**src/rtl/led_pattern_sequencer.sv**
```systemverilog
// led_pattern_sequencer: debounced switch mode select, auto mode rotation and tick-driven LED pattern register
module led_pattern_sequencer #(
    parameter int LED_SIZE        = 8,
    parameter int SW_SIZE         = 8,
    parameter int TICK_DIV        = 100_000_000,
    parameter int DEBOUNCE_CYCLES = 1_000_000,
    parameter int DWELL_STEPS     = 16,
    parameter int CNT_W           = 28
) (
    input  logic                clk,
    input  logic                rst_n,
    input  logic [SW_SIZE-1:0]  sw,
    output logic [LED_SIZE-1:0] led_out,
    output logic [2:0]          mode,
    output logic                auto_active,
    output logic                step_tick
);
    localparam int DW = $clog2(DWELL_STEPS + 1);
    localparam logic [2:0] M_COUNT = 3'd0, M_HOLD = 3'd1, M_ROTL = 3'd2, M_ROTR = 3'd3, M_INV = 3'd4;
    typedef enum logic [1:0] {S_AUTO, S_MANUAL, S_RELOAD} state_t;
    state_t state, state_nxt;
    logic [SW_SIZE-1:0] sw_meta, sw_sync, sw_prev, sw_db;
    logic [CNT_W-1:0] db_cnt, db_cnt_nxt, tick_cnt;
    logic [DW-1:0] dwell;
    logic db_chg, tick_end, dwell_end;
    logic [2:0] sw_mode, auto_nxt;
    logic [LED_SIZE-1:0] led_nxt;
    assign db_cnt_nxt = (sw_sync != sw_prev) ? CNT_W'(1) : db_cnt + 1'b1;
    assign tick_end   = tick_cnt == CNT_W'(TICK_DIV - 1);
    assign dwell_end  = dwell == DW'(DWELL_STEPS - 1);
    assign sw_mode    = (sw_db == SW_SIZE'(1)) ? M_HOLD :
                        (sw_db == SW_SIZE'(2)) ? M_ROTL :
                        (sw_db == SW_SIZE'(4)) ? M_ROTR :
                        (sw_db == SW_SIZE'(8)) ? M_INV  : M_COUNT;
    assign auto_nxt   = (mode == M_COUNT) ? M_ROTL :
                        (mode == M_ROTL)  ? M_ROTR :
                        (mode == M_ROTR)  ? M_INV  : M_COUNT;
    assign led_nxt    = (mode == M_COUNT) ? led_out + 1'b1 :
                        (mode == M_INV)   ? ~led_out :
                        (mode == M_ROTL || mode == M_ROTR) && led_out == '0 ? LED_SIZE'(1) :
                        (mode == M_ROTL)  ? {led_out[LED_SIZE-2:0], led_out[LED_SIZE-1]} :
                        (mode == M_ROTR)  ? {led_out[0], led_out[LED_SIZE-1:1]} : led_out;
    always_ff @(posedge clk or negedge rst_n)
        if (!rst_n) begin
            sw_meta <= '0;
            sw_sync <= '0;
            sw_prev <= '0;
            sw_db   <= '0;
            db_cnt  <= '0;
            db_chg  <= 1'b0;
        end else begin
            sw_meta <= sw;
            sw_sync <= sw_meta;
            sw_prev <= sw_sync;
            db_chg  <= 1'b0;
            if (sw_sync == sw_db)
                db_cnt <= '0;
            else if (db_cnt_nxt >= CNT_W'(DEBOUNCE_CYCLES)) begin
                sw_db  <= sw_sync;
                db_cnt <= '0;
                db_chg <= 1'b1;
            end else
                db_cnt <= db_cnt_nxt;
        end
    always_comb begin
        state_nxt   = db_chg ? S_RELOAD : state;
        auto_active = state == S_AUTO;
        if (state == S_RELOAD && !db_chg)
            state_nxt = (sw_db == '0) ? S_AUTO : S_MANUAL;
    end
    // a tick that would land inside S_RELOAD is dropped; the counter restarts on exit
    always_ff @(posedge clk or negedge rst_n)
        if (!rst_n) begin
            state     <= S_AUTO;
            tick_cnt  <= '0;
            step_tick <= 1'b0;
            dwell     <= '0;
            mode      <= M_COUNT;
            led_out   <= '0;
        end else begin
            state     <= state_nxt;
            tick_cnt  <= (state == S_RELOAD || tick_end) ? '0 : tick_cnt + 1'b1;
            step_tick <= tick_end && state != S_RELOAD && state_nxt != S_RELOAD;
            if (step_tick)
                led_out <= led_nxt;
            if (state == S_RELOAD) begin
                dwell <= '0;
                mode  <= sw_mode;
            end else if (step_tick && state == S_AUTO) begin
                dwell <= dwell_end ? '0 : dwell + 1'b1;
                if (dwell_end)
                    mode <= auto_nxt;
            end
        end
endmodule

```
**config.mk**
```make
export PLATFORM = sky130hd
export DESIGN_NAME = led_pattern_sequencer
export DESIGN_NICKNAME = d
export VERILOG_FILES = /design/src/rtl/led_pattern_sequencer.sv
export SDC_FILE = /design/constraint.sdc
export NUM_CORES = 1
export LEC_CHECK = 0
export ABC_AREA = 1
export BUFFER_PORTS_ARGS = -buffer_cell sky130_fd_sc_hd__buf_2
export CAP_MARGIN = 25
export CELL_PAD_IN_SITES_DETAIL_PLACEMENT = 1
export CELL_PAD_IN_SITES_GLOBAL_PLACEMENT = 2
export CORE_UTILIZATION = 38
export CTS_BUF_LIST = sky130_fd_sc_hd__clkbuf_2 sky130_fd_sc_hd__clkbuf_4 sky130_fd_sc_hd__clkbuf_8
export DETAILED_ROUTE_END_ITERATION = 10
export PLACE_DENSITY_LB_ADDON = 0.1
export SLEW_MARGIN = 25
export SYNTH_ARGS = -nofsm -noshare
export SYNTH_HDL_FRONTEND = slang
export SYNTH_SLANG_ARGS = --single-unit
```
**constraint.sdc**
```tcl
create_clock -name clk -period 2.8 [get_ports clk]
set_input_delay 0.56 -clock clk [delete_from_list [all_inputs] [get_ports clk]]
set_output_delay 0.56 -clock clk [all_outputs]
set_load 0.02 [all_outputs]
```
==> results.sh, run 1 <==
export IMPL_ir_drop_v=0.0003494
export IMPL_reg2reg_to="db_cnt[8]"
export IMPL_synth_seq_area_share_pct=46.99
export IMPL_cts_max_path_buffers=2
export IMPL_min_period_ns=2.485
export IMPL_die_width_um=125.0
export IMPL_fin_crit_sh_pct=88.74
export IMPL_antenna_found_initial=0
export IMPL_first_pass_iters=7
export IMPL_insertion_delay_ns=0.39
export IMPL_max_freq_ghz=0.4025
export IMPL_cts_setup_buffers=0
export IMPL_endpoint="db_cnt[8]"
export IMPL_worstPathMaxFanout=9
export IMPL_syn_area_um2=5752
export IMPL_start_util_pct=39.28
export IMPL_grt_pass1_wl_mm=26.07
export IMPL_slew_headroom_pct=57.04
export IMPL_slew_violations=0
export IMPL_critPathArrivalTime_ns=2.82
export IMPL_violations="DRC"
export IMPL_clock_root_buffer="clkbuf_8"
export IMPL_instances_no_fill=973
export IMPL_grt_max_degree=50
export IMPL_rows=44
export IMPL_ys_warn_count=0
export IMPL_clk_pin_slew_ns=0.10
export IMPL_hold_viol=0
export IMPL_dp_cells=957
export IMPL_synth_flop_cell="dfrtp_1"
export IMPL_final_setup_tns_ns=0
export IMPL_hold_buffers=0
export IMPL_cts_resized=0
export IMPL_io_pins=23
export IMPL_power_leakage_nw=2.959
export IMPL_status="complete, but fails checks"
export IMPL_min_path_type="input pin to async pin"
export IMPL_cts_tree="done"
export IMPL_worst_slew_pin_slew_ns=0.6444
export IMPL_wl_mm=14.99
export IMPL_die_area_um2=15630
export IMPL_antenna_left=0
export IMPL_worst_path_largest_cell_delay_ns=0.47
export IMPL_required_ns=3.13
export IMPL_viasPerCell=5.057
export IMPL_drt_iter0_markers=174
export IMPL_cp_slowest_cell="dfrtp_1"
export IMPL_skew_ns=0.009926
export IMPL_grt_total_usage_pct=20.83
export IMPL_path_class="register to register"
export IMPL_layout_drive_gt1_share_pct=11.15
export IMPL_cp_start_kind="register"
export IMPL_synth_cells=743
export IMPL_synth_common_cells="nand2_1 (180), dfrtp_1 (108), nor2_1 (108), inv_1 (96), nand3_1 (52)"
export IMPL_portBuffers=22
export IMPL_wl_per_cell_um=15.41
export IMPL_yosysUniqueCellTypes=45
export IMPL_core_um2=14640
export IMPL_yosysMostFrequentCell="nand2_1"
export IMPL_syn_avg_cell_area_um2=7.741
export IMPL_grt_overflow=0
export IMPL_gp_congestion=0.8405
export IMPL_final_nets=799
export IMPL_maxCapViolations=0
export IMPL_postSynth_asyncResetShare_pct=100.0
export IMPL_worstReg2RegStart="db_cnt[0]"
export IMPL_rsz0062_at_grt="no"
export IMPL_cts_sinks=108
export IMPL_dr_total_vias=4920
export IMPL_cp_end_kind="register"
export IMPL_numCtsBuffers=9
export IMPL_worstSetupStartpoint="db_cnt[0]"
export IMPL_grt_pass1_vias=5273
export IMPL_synth_area_leader_cell="dfrtp_1"
export IMPL_ys_ff_latch=108
export IMPL_finalSetupViolations=0
export IMPL_yosys_top_cells_area="dfrtp_1 (47%), nand2_1 (12%), nor2_1 (7.0%)"
export IMPL_synth_edff_count=0
export IMPL_die_h_um=125.0
export IMPL_r2r_cells=14
export IMPL_synth_top_area_share_pct=46.99
export IMPL_power_density_nw_per_um2=566.0
export IMPL_diodes=0
export IMPL_cts_max_level=3
export IMPL_drc_errors=2
export IMPL_ff2ff_setup_slack_ns=0.32
export IMPL_crit_chain="ha_1 > inv_1 > nor2_4 > nand2_2 > clkinv_1 > nand3_1 > nand3_1 > nand2_1 > inv_1 > nand2_2 > nor2_4 > nand4_2 > buf_4 > nor2_2"
export IMPL_dp_hpwl_mm=11.42
export IMPL_area_growth_pct=10.55
[metrics by stage]
step / power (W) / utilization [%] / worst slack, ns / area [um2] / hold slack (ns)
2_1_floorplan: 0.002308 / - / 0.8134 / 5778 / 0.2644
3_3_place_gp: 0.002514 / 41.91 / 0.4731 / 6137 / 0.3325
3_5_place_dp: 0.002563 / 41.91 / 0.3285 / 6137 / 0.3355
4_1_cts: 0.003670 / 43.42 / 0.3208 / 6359 / 0.1949
5_1_grt: 0.003826 / 43.42 / 0.09202 / 6359 / 0.2264
6_report: 0.003599 / 43.42 / 0.3153 / 6359 / 0.1844
[area by class of cell]
cell class | instances | area [um2]
repair buffers | 30 | 185.2
multi-input cells | 537 | 2651
flip-flops and latches | 108 | 2703
clock inverters | 7 | 97.59
fillers | 1831 | 8285
inverters | 98 | 367.9
well taps | 184 | 230.2
clock buffers | 9 | 123.9
[where the power goes]
part / internal (W) / total (W) / switching, W / leakage, nW
Clock: 0.000509 / 0.00108 / 0.000572 / 0.106
Combinational: 0.000223 / 0.000658 / 0.000435 / 1.45
Sequential: 0.00171 / 0.00186 / 0.000151 / 1.40
Total: 0.00244 / 0.00360 / 0.00116 / 2.96
[logic make-up (layout without fill, tap and decap cells)]
family / after synthesis / after routing / share of synthesized area, %
simple gates: 421 / 421 / 32.70
flops: 108 / 108 / 46.99
buf+inv: 105 / 144 / 7.374
compound gates: 82 / 82 / 8.593
xor+xnor: 21 / 21 / 3.198
fa+ha+maj: 5 / 5 / 1.088
other cells: 1 / 8 / 0.06520
[layout by cell type, fill, tap and decap left out, drive strengths merged]
| master | instances |
|---|---|
| a211oi | 1 |
| a21boi | 1 |
| a21oi | 28 |
| a31o | 1 |
| a31oi | 3 |
| a32o | 1 |
| a32oi | 1 |
| and3 | 1 |
| buf | 30 |
| bufinv | 2 |
| clkbuf | 9 |
| clkinv | 2 |
| clkinvlp | 2 |
| conb | 8 |
| dfrtp | 108 |
| ha | 5 |
| inv | 99 |
| nand2 | 191 |
| nand3 | 53 |
| nand3b | 1 |
| nand4 | 15 |
| nor2 | 132 |
| nor3 | 24 |
| nor4 | 4 |
| o211ai | 3 |
| o21a | 3 |
| o21ai | 25 |
| o21bai | 5 |
| o221ai | 4 |
| o22ai | 3 |
| o2bb2ai | 1 |
| o31ai | 2 |
| xnor2 | 10 |
| xor2 | 11 |
[registers in the layout (all words and copies together) (netlist names), 5 cells and up]
register	cells
db_cnt	28
sw_db	8
sw_meta	8
led_out	8
sw_prev	8
tick_cnt	28
sw_sync	8
dwell	5
[how the worst min path moves through the flow]
stage,startpoint,to,slack (ns),cells after the start
2_1_floorplan,rst_n,db_chg,0.26,0
3_3_place_gp,sw_meta[5],sw_sync[5],0.33,0
3_5_place_dp,sw_meta[1],sw_sync[1],0.34,0
4_1_cts,rst_n,sw_sync[4],0.19,1
5_1_grt,rst_n,sw_sync[4],0.23,1
6_report,rst_n,sw_sync[4],0.18,1
[layer usage]
layer | vias up | track usage, % | wire length, um
li1 | 2452 | - | -
met1 | 2419 | 27.02 | 7295
met2 | 35 | 36.15 | 7265
met3 | 14 | 3.552 | 260
met4 | 0 | 5.022 | 170
met5 | - | 0 | 0
[worst max-delay path: cells and delay by family (launching register included)]
kind	cells	cell delay, ns
and+or+nand+nor	9	1.17
DFF	1	0.47
buffers and inverters	4	0.51
adders and majority gates	1	0.28
Power figures use the tool's default switching activity.
==> run 2: changes to the inputs <==
Settings changed: ABC_AREA 1 to unset.
Clock period 2.8 ns to 2.09 ns, I/O delays scaled along.
==> run 2 against run 1 <==
Compared with the run above:
- the run ends with setup timing left
- fmax decreased by 3.1%
- register-to-register slack worse by 0.79 ns
- cell count shrank 18%
- core utilization grew 6.2 points
- clock power up 23%
- setup slack worse by 0.79 ns
- flip-flop and latch count unchanged
- largest power group unchanged
==> results.sh, run 2 <==
export IMPL_grt_pass1_vias=4336
export IMPL_dr_total_vias=4108
export IMPL_status="complete, but fails checks"
export IMPL_portBuffers=22
export IMPL_synth_top_family_by_area="simple AND/OR/NAND/NOR gates"
export IMPL_insertion_delay_ns=0.39
export IMPL_min_period_ns=2.563
export IMPL_yosysMostFrequentCell="dfrtp_1"
export IMPL_final_cell_area_um2=6621
export IMPL_viasPerCell=5.167
export IMPL_grt_pass1_wl_mm=21.58
export IMPL_wl_per_cell_um=15.79
export IMPL_layout_drive_gt1_share_pct=27.63
export IMPL_gp_congestion=0.8187
export IMPL_cts_max_level=3
export IMPL_fin_crit_sh_pct=122.6
export IMPL_layout_common_cells="dfrtp_1 (105), buf_4 (85), nor2_1 (67)"
export IMPL_clock_root_buffer="clkbuf_8"
export IMPL_topRoutingLayerUsed="met4"
export IMPL_synth_top_area_share_pct=51.51
export IMPL_rows=42
export IMPL_worst_slew_pin_slew_ns=0.6589
export IMPL_rsz0062_at_grt="yes"
export IMPL_grt_total_usage_pct=19.09
export IMPL_max_freq_ghz=0.3902
export IMPL_drc_errors=0
export IMPL_final_common_cell="dfrtp_1"
export IMPL_cp_start_kind="register"
export IMPL_synth_flop_cell="dfrtp_1"
export IMPL_ys_warn_count=0
export IMPL_reg_largest_list="db_cnt: 28 flops, tick_cnt: 28 flops"
export IMPL_io_pins=23
export IMPL_synth_common_cells="dfrtp_1 (108), nor2_1 (68), xor2_1 (35), nand2_1 (34), xnor2_1 (31)"
export IMPL_drt_iter0_markers=182
export IMPL_muxShareOfSynthArea_pct=2.933
export IMPL_cts_sinks=108
export IMPL_numCtsBuffers=9
export IMPL_cts_tree="done"
export IMPL_synth_cells=497
export IMPL_yosys_top_cells_area="dfrtp_1 (52%), xor2_1 (5.8%), xnor2_1 (5.2%)"
export IMPL_finalSetupViolations=29
export IMPL_hold_viol=0
export IMPL_synthSimpleGateAreaFrac_pct=21.20
export IMPL_whs_ns=0.1203
export IMPL_synth_edff_count=0
export IMPL_grt_overflow=0
export IMPL_path_class="register to register"
export IMPL_min_path_type="input pin to register"
export IMPL_start_util_pct=39.30
export IMPL_power_leakage_nw=2.992
export IMPL_syn_avg_cell_area_um2=10.56
export IMPL_synthXorXnorAreaFrac_pct=11.02
export IMPL_fin_util_pct=49.61
export IMPL_die_width_um=119.5
export IMPL_wl_mm=12.55
export IMPL_ys_ff_latch=108
export IMPL_dr_wl_met2_mm=6.425
export IMPL_worstPathMaxFanout=9
export IMPL_synth_fa_ha_area_share_pct=1.192
export IMPL_synth_seq_area_share_pct=51.51
export IMPL_diodes=0
export IMPL_slew_violations=0
export IMPL_violations="setup timing"
export IMPL_first_pass_iters=6
export IMPL_postSynth_asyncResetShare_pct=100.0
export IMPL_synth_area_leader_cell="dfrtp_1"
export IMPL_required_ns=2.38
export IMPL_final_nets=629
export IMPL_area_growth_pct=26.21
export IMPL_critPathArrivalTime_ns=2.85
export IMPL_yosysUniqueCellTypes=68
export IMPL_core_um2=13350
export IMPL_antenna_left=0
export IMPL_die_area_um2=14280
export IMPL_ff2ff_setup_slack_ns=-0.47
export IMPL_nFillCells=1525
export IMPL_wl_met3_um=246
export IMPL_dp_hpwl_mm=9.415
export IMPL_synth_compound_area_share_pct=9.659
export IMPL_met1Wirelength_mm=5.722
export IMPL_maxCapViolations=0
export IMPL_postPlaceCellArea_um2=6301
export IMPL_grt_max_degree=49
export IMPL_cp_end_kind="register"
export IMPL_antenna_found_initial=0
export IMPL_setup_slack_ns=-0.4729
export IMPL_slew_headroom_pct=55.70
export IMPL_skew_ns=0.01352
export IMPL_ir_drop_v=0.0003326
export IMPL_cts_max_path_buffers=2
export IMPL_power_density_nw_per_um2=686.8
export IMPL_clk_pin_slew_ns=0.12
export IMPL_die_h_um=119.5
export IMPL_syn_area_um2=5246
## run 2: logic make-up after synthesis
logic type | after synthesis
xor gates and xnor gates | 66
DFF | 108
muxes | 14
AOI/OAI and AO/OA | 68
and+or+nand+nor | 210
adders and majority gates | 5
buffers and inverters | 25
other | 1
## run 2: through the flow
step	setup slack, ns	total power, W	cells	TNS (ns)
4_1_cts	-0.4883	0.004626	792	-12.31
6_report	-0.4729	0.004548	795	-11.85
5_1_grt	-0.5730	0.004800	795	-15.20
2_1_floorplan	-0.4144	0.002886	504	-8.118
3_3_place_gp	-0.4869	0.003220	773	-10.12
3_5_place_dp	-0.5381	0.003260	773	-12.23
## run 2: worst paths after layout
| path | end | from | cells after the start |
|---|---|---|---|
| max | sw_db[1] | db_cnt[1] | 9 |
| min | sw_meta[4] | sw[4] | 1 |
| max reg2reg | sw_db[1] | db_cnt[1] | 9 |
| min reg2reg | sw_sync[1] | sw_meta[1] | 0 |
| max in group asynchronous | db_cnt[14] | rst_n | 3 |
| min in group asynchronous | db_cnt[6] | rst_n | 2 |
## run 2: area by class of cell
type / instances / area [um2] / area share, %
sequential: 108 / 2706 / 40.87
multi-input combinational: 371 / 2579 / 38.95
timing repair buffer: 113 / 864.6 / 13.06
tap: 176 / 220.2 / 3.326
clock buffer: 9 / 123.9 / 1.871
clock inverter: 7 / 86.33 / 1.304
inverter: 11 / 41.29 / 0.6236
## run 2: routing by layer
| metal | track usage (%) | vias to the layer above |
|---|---|---|
| met4 | 6.094 | 0 |
| met3 | 3.422 | 10 |
| met2 | 32.98 | 33 |
| li1 | - | 1990 |
| met5 | 0 | - |
| met1 | 24.11 | 2075 |
## run 2: repair_timing
action	4_1_cts	5_1_grt
pin swaps	2	5
endpoints found under the hold margin	26	0
endpoints found under the setup margin	29	54
resized for setup	5	12
setup buffers	2	3
hold buffers	1	0
## run 2: critical path, stage by stage (launching register included)
cell	delay (ns)
dfrtp_1	0.43
ha_2	0.21
and4_4	0.19
and3_4	0.18
or3_4	0.31
a311o_2	0.39
o2bb2ai_4	0.16
o32ai_4	0.12
buf_12	0.17
mux2_4	0.29
## run 2: where the power goes
group | switching, W | internal [W]
registers | 0.000120 | 0.00223
logic | 0.000469 | 0.000400
clock network | 0.000840 | 0.000489
